==> config.mk <==
export PLATFORM = sky130hd
export DESIGN_NAME = alu_exec_unit
export DESIGN_NICKNAME = d
export VERILOG_FILES = /design/src/rtl/alu_exec_unit.sv
export SDC_FILE = /design/constraint.sdc
export NUM_CORES = 1
export LEC_CHECK = 0
export CAP_MARGIN = 20
export CORE_MARGIN = 2
export CORE_UTILIZATION = 60
export CTS_CLUSTER_DIAMETER = 100
export DETAILED_ROUTE_END_ITERATION = 7
export MAX_ROUTING_LAYER = met4
export PLACE_DENSITY = 0.81
export SLEW_MARGIN = 0
export SYNTH_ARGS = -nofsm -noshare
export SYNTH_HDL_FRONTEND = slang
export SYNTH_SLANG_ARGS = --single-unit
==> constraint.sdc <==
create_clock -name clk -period 6.75 [get_ports clk]
set_input_delay 1.35 -clock clk [delete_from_list [all_inputs] [get_ports clk]]
set_output_delay 1.35 -clock clk [all_outputs]
set_load 0.01 [all_outputs]
==> src/rtl/alu_exec_unit.sv <==
// Execute-stage ALU with a valid/ready handshake on both sides.
// Logic ops, add/sub and slt complete in one registered cycle; sll/srl
// shift one bit per cycle through a working register so no barrel
// shifter is needed.
//
// state | meaning
// ------+------------------------------------------------------------
// IDLE  | no result held, ready for a new operation
// SHIFT | iterative shift in progress, input side stalled
// DONE  | result held on the outputs until downstream takes it
module alu_exec_unit #(
  parameter int WIDTH   = 32,
  parameter int TAG_W   = 5,
  parameter int SHAMT_W = $clog2(WIDTH)
) (
  input  logic             clk,
  input  logic             rst_n,
  input  logic             in_valid,
  output logic             in_ready,
  input  logic [2:0]       ALUControl,
  input  logic [WIDTH-1:0] SrcA,
  input  logic [WIDTH-1:0] SrcB,
  input  logic [TAG_W-1:0] tag_in,
  output logic             out_valid,
  input  logic             out_ready,
  output logic [WIDTH-1:0] ALUResult,
  output logic             Zero,
  output logic [TAG_W-1:0] tag_out
);

  typedef enum logic [1:0] {
    IDLE  = 2'd0,
    SHIFT = 2'd1,
    DONE  = 2'd2
  } state_t;

  localparam logic [2:0] OP_ADD = 3'b000;
  localparam logic [2:0] OP_SUB = 3'b001;
  localparam logic [2:0] OP_AND = 3'b010;
  localparam logic [2:0] OP_OR  = 3'b011;
  localparam logic [2:0] OP_XOR = 3'b100;
  localparam logic [2:0] OP_SLT = 3'b101;

  localparam logic [SHAMT_W-1:0] SHAMT_ONE = SHAMT_W'(1);

  state_t             state_q, state_d;
  logic               out_valid_q, out_valid_d;
  logic [WIDTH-1:0]   result_q, result_d;
  logic               zero_q, zero_d;
  logic [TAG_W-1:0]   tag_out_q, tag_out_d;
  logic [TAG_W-1:0]   tag_pend_q, tag_pend_d;
  logic [WIDTH-1:0]   work_q, work_d;
  logic [SHAMT_W-1:0] cnt_q, cnt_d;
  logic               shl_q, shl_d;

  logic               accept;
  logic               is_shift_in;
  logic               shift_left_in;
  logic [SHAMT_W-1:0] shamt_in;
  logic [WIDTH-1:0]   first_shift;
  logic [WIDTH-1:0]   work_step;
  logic [WIDTH-1:0]   quick_result;

  assign in_ready      = (state_q == IDLE) | ((state_q == DONE) & out_ready);
  assign accept        = in_valid & in_ready;
  assign is_shift_in   = (ALUControl[2:1] == 2'b11);
  assign shift_left_in = ~ALUControl[0];
  assign shamt_in      = SrcB[SHAMT_W-1:0];
  assign first_shift   = shift_left_in ? (SrcA << 1) : (SrcA >> 1);
  assign work_step     = shl_q ? (work_q << 1) : (work_q >> 1);

  assign out_valid = out_valid_q;
  assign ALUResult = result_q;
  assign Zero      = zero_q;
  assign tag_out   = tag_out_q;

  // Single-cycle result; shifts by 0 or 1 bit also finish here.
  always_comb begin
    quick_result = '0;
    case (ALUControl)
      OP_ADD:  quick_result = SrcA + SrcB;
      OP_SUB:  quick_result = SrcA - SrcB;
      OP_AND:  quick_result = SrcA & SrcB;
      OP_OR:   quick_result = SrcA | SrcB;
      OP_XOR:  quick_result = SrcA ^ SrcB;
      OP_SLT:  quick_result = {{(WIDTH-1){1'b0}}, ($signed(SrcA) < $signed(SrcB))};
      default: quick_result = (shamt_in == '0) ? SrcA : first_shift;
    endcase
  end

  // Next-state and datapath update. The first shift bit is taken in the
  // accept edge, so an N-bit shift presents its result N cycles after accept.
  always_comb begin
    state_d     = state_q;
    out_valid_d = out_valid_q;
    result_d    = result_q;
    zero_d      = zero_q;
    tag_out_d   = tag_out_q;
    tag_pend_d  = tag_pend_q;
    work_d      = work_q;
    cnt_d       = cnt_q;
    shl_d       = shl_q;

    case (state_q)
      IDLE, DONE: begin
        if (accept) begin
          if (is_shift_in && (shamt_in > SHAMT_ONE)) begin
            work_d      = first_shift;
            cnt_d       = shamt_in - SHAMT_ONE;
            shl_d       = shift_left_in;
            tag_pend_d  = tag_in;
            out_valid_d = 1'b0;
            state_d     = SHIFT;
          end else begin
            result_d    = quick_result;
            zero_d      = (quick_result == '0);
            tag_out_d   = tag_in;
            out_valid_d = 1'b1;
            state_d     = DONE;
          end
        end else if ((state_q == DONE) && out_ready) begin
          out_valid_d = 1'b0;
          state_d     = IDLE;
        end
      end
      SHIFT: begin
        if (cnt_q == SHAMT_ONE) begin
          result_d    = work_step;
          zero_d      = (work_step == '0);
          tag_out_d   = tag_pend_q;
          out_valid_d = 1'b1;
          cnt_d       = '0;
          state_d     = DONE;
        end else begin
          work_d = work_step;
          cnt_d  = cnt_q - SHAMT_ONE;
        end
      end
      default: begin
        out_valid_d = 1'b0;
        state_d     = IDLE;
      end
    endcase
  end

  // State and datapath registers; reset aborts any shift in progress.
  always_ff @(posedge clk or negedge rst_n) begin
    if (!rst_n) begin
      state_q     <= IDLE;
      out_valid_q <= 1'b0;
      result_q    <= '0;
      zero_q      <= 1'b0;
      tag_out_q   <= '0;
      tag_pend_q  <= '0;
      work_q      <= '0;
      cnt_q       <= '0;
      shl_q       <= 1'b0;
    end else begin
      state_q     <= state_d;
      out_valid_q <= out_valid_d;
      result_q    <= result_d;
      zero_q      <= zero_d;
      tag_out_q   <= tag_out_d;
      tag_pend_q  <= tag_pend_d;
      work_q      <= work_d;
      cnt_q       <= cnt_d;
      shl_q       <= shl_d;
    end
  end

endmodule

==> flow_summary.ini <==
[sta]
final-setup-viol-count = 0
tns_ns = 0
finalClockSkew_ns = 0.00800
grt_setup_unrepaired = false
fmax_mhz = 165
period_share_pct = 89.9
tightest_slew_ns = 1.00
finalMaxSlewViolations = 0
finalHoldViolations = 0
min_period_ns = 6.07
max-slew-margin-rel_pct = 33.1
setup_ws_ns = 0.682

[critical_path]
cp_max_fo = 10
required_ns = 7.04
cp-end-kind = flip-flop
worstSetupStartpointType = input port
critPathArrivalTime_ns = 6.36
critPathKind = in2reg

[routing]
routedWlPerCell_um = 24.0
totalWireLength_mm = 42.8
via_per_inst = 7.21
drtPass1Iterations = 8
antenna_left = 0
via_count = 12864
drc = 0
drt-initial-drc-count = 2236

[logic_synthesis]
synth.mux.area_fraction_pct = 6.61
yosysSeqAreaShare_pct = 18.8
synth_top_family_by_area = compound AO/OA/AOI/OAI gates
synth_simple_gate_area_share_pct = 18.8
synth-edff-count = 0
synthArstFlopShare_pct = 100
synth_compound_area_share_pct = 34.8
synth_xor_area_share_pct = 0.793
synth_seq_cells = 83
avgSynthCellArea_sq_um = 7.33
mappedNetlistNets = 1692
synth_flop_cell = dfrtp_1
ys_types = 80
synthAdderAreaFrac_pct = 12.5
syn-instance-count = 1507
syn_area_sq_um = 11000
ys_warn_count = 0

[cells_and_area]
antenna_cells = 0
layout-drive-gt1-share_pct = 6.05
postLayoutCoreUtil_pct = 70.0
fillerInstances = 1460
area_growth_pct = 14.3
fin_nets = 1735
mostFrequentLayoutCells = nand2_1, o21ai_0, a21oi_1

[cts]
clock_path_buffers = 2
cts_root_buf = clkbuf_16
cts_hold_buf = 0
clk_latency_ns = 0.35
cts_sinks = 83
numCtsBuffers = 9
ctsHtreeMaxLevel = 3
cts.repair.resized = 0
postCtsSetupBuffers = 0
clkTransAtPathRegs_ns = 0.07
cts_tree = yes

[pwr]
vdd_ir_drop_max_mv = 0.444
p_total_mw = 3.38
p_per_area_nw_per_um2 = 268
p_leak_nw = 5.61

[die]
io_pins = 116
die_w_um = 140
dieArea_sq_um = 19500
rows = 49
coreArea_sq_um = 18000
die_h_um = 140
initial_core_util_pct = 61.2

[flow_run]
drv_cap = 0

[grt]
grt_usage_pct = 44.0
first_global_vias = 11671
antenna_found_initial = 0
grt_max_degree = 84
grt_remaining_overflow = 0
grt_pass1_wl_mm = 66.8

[outcome]
status = complete, no violations

[placed_design]
portBuffers = 115
post-place-ws_ns = 0.460
finalWeightedCongestion = 1.07
hpwl_mm = 31.3

[min_path]
hp-class = reg2reg
[report_power, final]
group	switching [mW]	total [mW]	internal [mW]
Clock	0.229	0.561	0.332
Combinational	1.06	1.82	0.759
Sequential	0.262	0.998	0.736
Total	1.55	3.38	1.83
[state kept, by name, summed over array words and instances (netlist names)]
name and count:
shl_q 1, work_q 32, cnt_q 5, tag_out 5, state_q 2, Zero 1
tag_pend_q 5, ALUResult 32
[per-layer routing]
metal | GRT usage, % | part of all wire, %
met3 | 10.1 | 14
met5 | - | 0
met1 | 62.9 | 41
met2 | 61.4 | 41
met4 | 13.8 | 3.6
[cell type report]
class / instances / area [sq um] / share of cell area [%]
Tap cell: 229 / 287 / 2.27
Clock inverter: 7 / 106 / 0.842
Multi-Input combinational cell: 1207 / 8150 / 64.5
Sequential cell: 83 / 2080 / 16.5
Timing Repair Buffer: 146 / 1390 / 11.0
Inverter: 103 / 387 / 3.06
Clock buffer: 9 / 225 / 1.78
[final timing paths]
check,from,end,slack [ns],depth (start not counted)
setup / recovery,SrcB[2],Zero,0.68,15
hold / removal,ALUResult[8],ALUResult[8],0.49,1
setup reg to reg,state_q[1],Zero,3.02,12
hold reg to reg,ALUResult[8],ALUResult[8],0.49,1
max in group asynchronous,rst_n,shl_q,5.32,2
min in group asynchronous,rst_n,cnt_q[3],0.83,1
[metrics by stage]
step / cell area, sq um / std cells / hold slack, ns
floorplan: 11000 / 1507 / 0.439
detailed placement: 12300 / 1767 / 0.469
global placement: 12300 / 1767 / 0.450
finish: 12600 / 1784 / 0.489
global route: 12600 / 1784 / 0.508
CTS: 12600 / 1783 / 0.487
[synth_stat cells, drive strengths merged, types with 10 or more instances]
master	number	area, sq um
buf	26	129
o22ai	10	62.6
inv	102	383
ha	107	1340
and2	13	81.3
clkbuf	88	330
nor3	32	160
a21o	40	300
a21oi	121	606
nor4	16	100
a221oi	10	87.6
nand3	25	125
a31oi	15	93.8
nand2b	19	119
o31ai	21	158
mux2	13	146
o21ai	153	769
nor2	102	383
nor2b	25	156
nand2	152	571
a22oi	21	163
nand4	15	93.8
a211oi	55	418
o21bai	12	90.1
xnor2	10	87.6
dfrtp	83	2080
a2111oi	10	100
mux2i	56	561
o211ai	14	105
o221ai	10	87.6
o21a	12	90.1
[logic make-up (layout without fill, tap and decap cells)]
kind of cell / count (synthesis) / after routing
flip-flops: 83 / 83
buffers and inverters: 217 / 265
XOR/XNOR: 10 / 10
AO/OA/AOI/OAI: 579 / 579
multiplexers: 70 / 70
adder cells (fa/ha/maj): 109 / 109
AND/OR/NAND/NOR: 439 / 439
[worst max-delay path: stages]
cell and delay, ns:
clkdlybuf4s50_1 0.63, inv_1 0.13, ha_1 0.53, a211oi_1 0.22, o21a_1 0.27, nor4_1 0.72
o21bai_1 0.16, a311o_1 0.40, a221oi_1 0.28, o21bai_1 0.15, a22oi_1 0.12, or4_1 0.40
or4_1 0.53, nor4_1 0.28, a31o_1 0.18
Power figures use the tool's default switching activity.
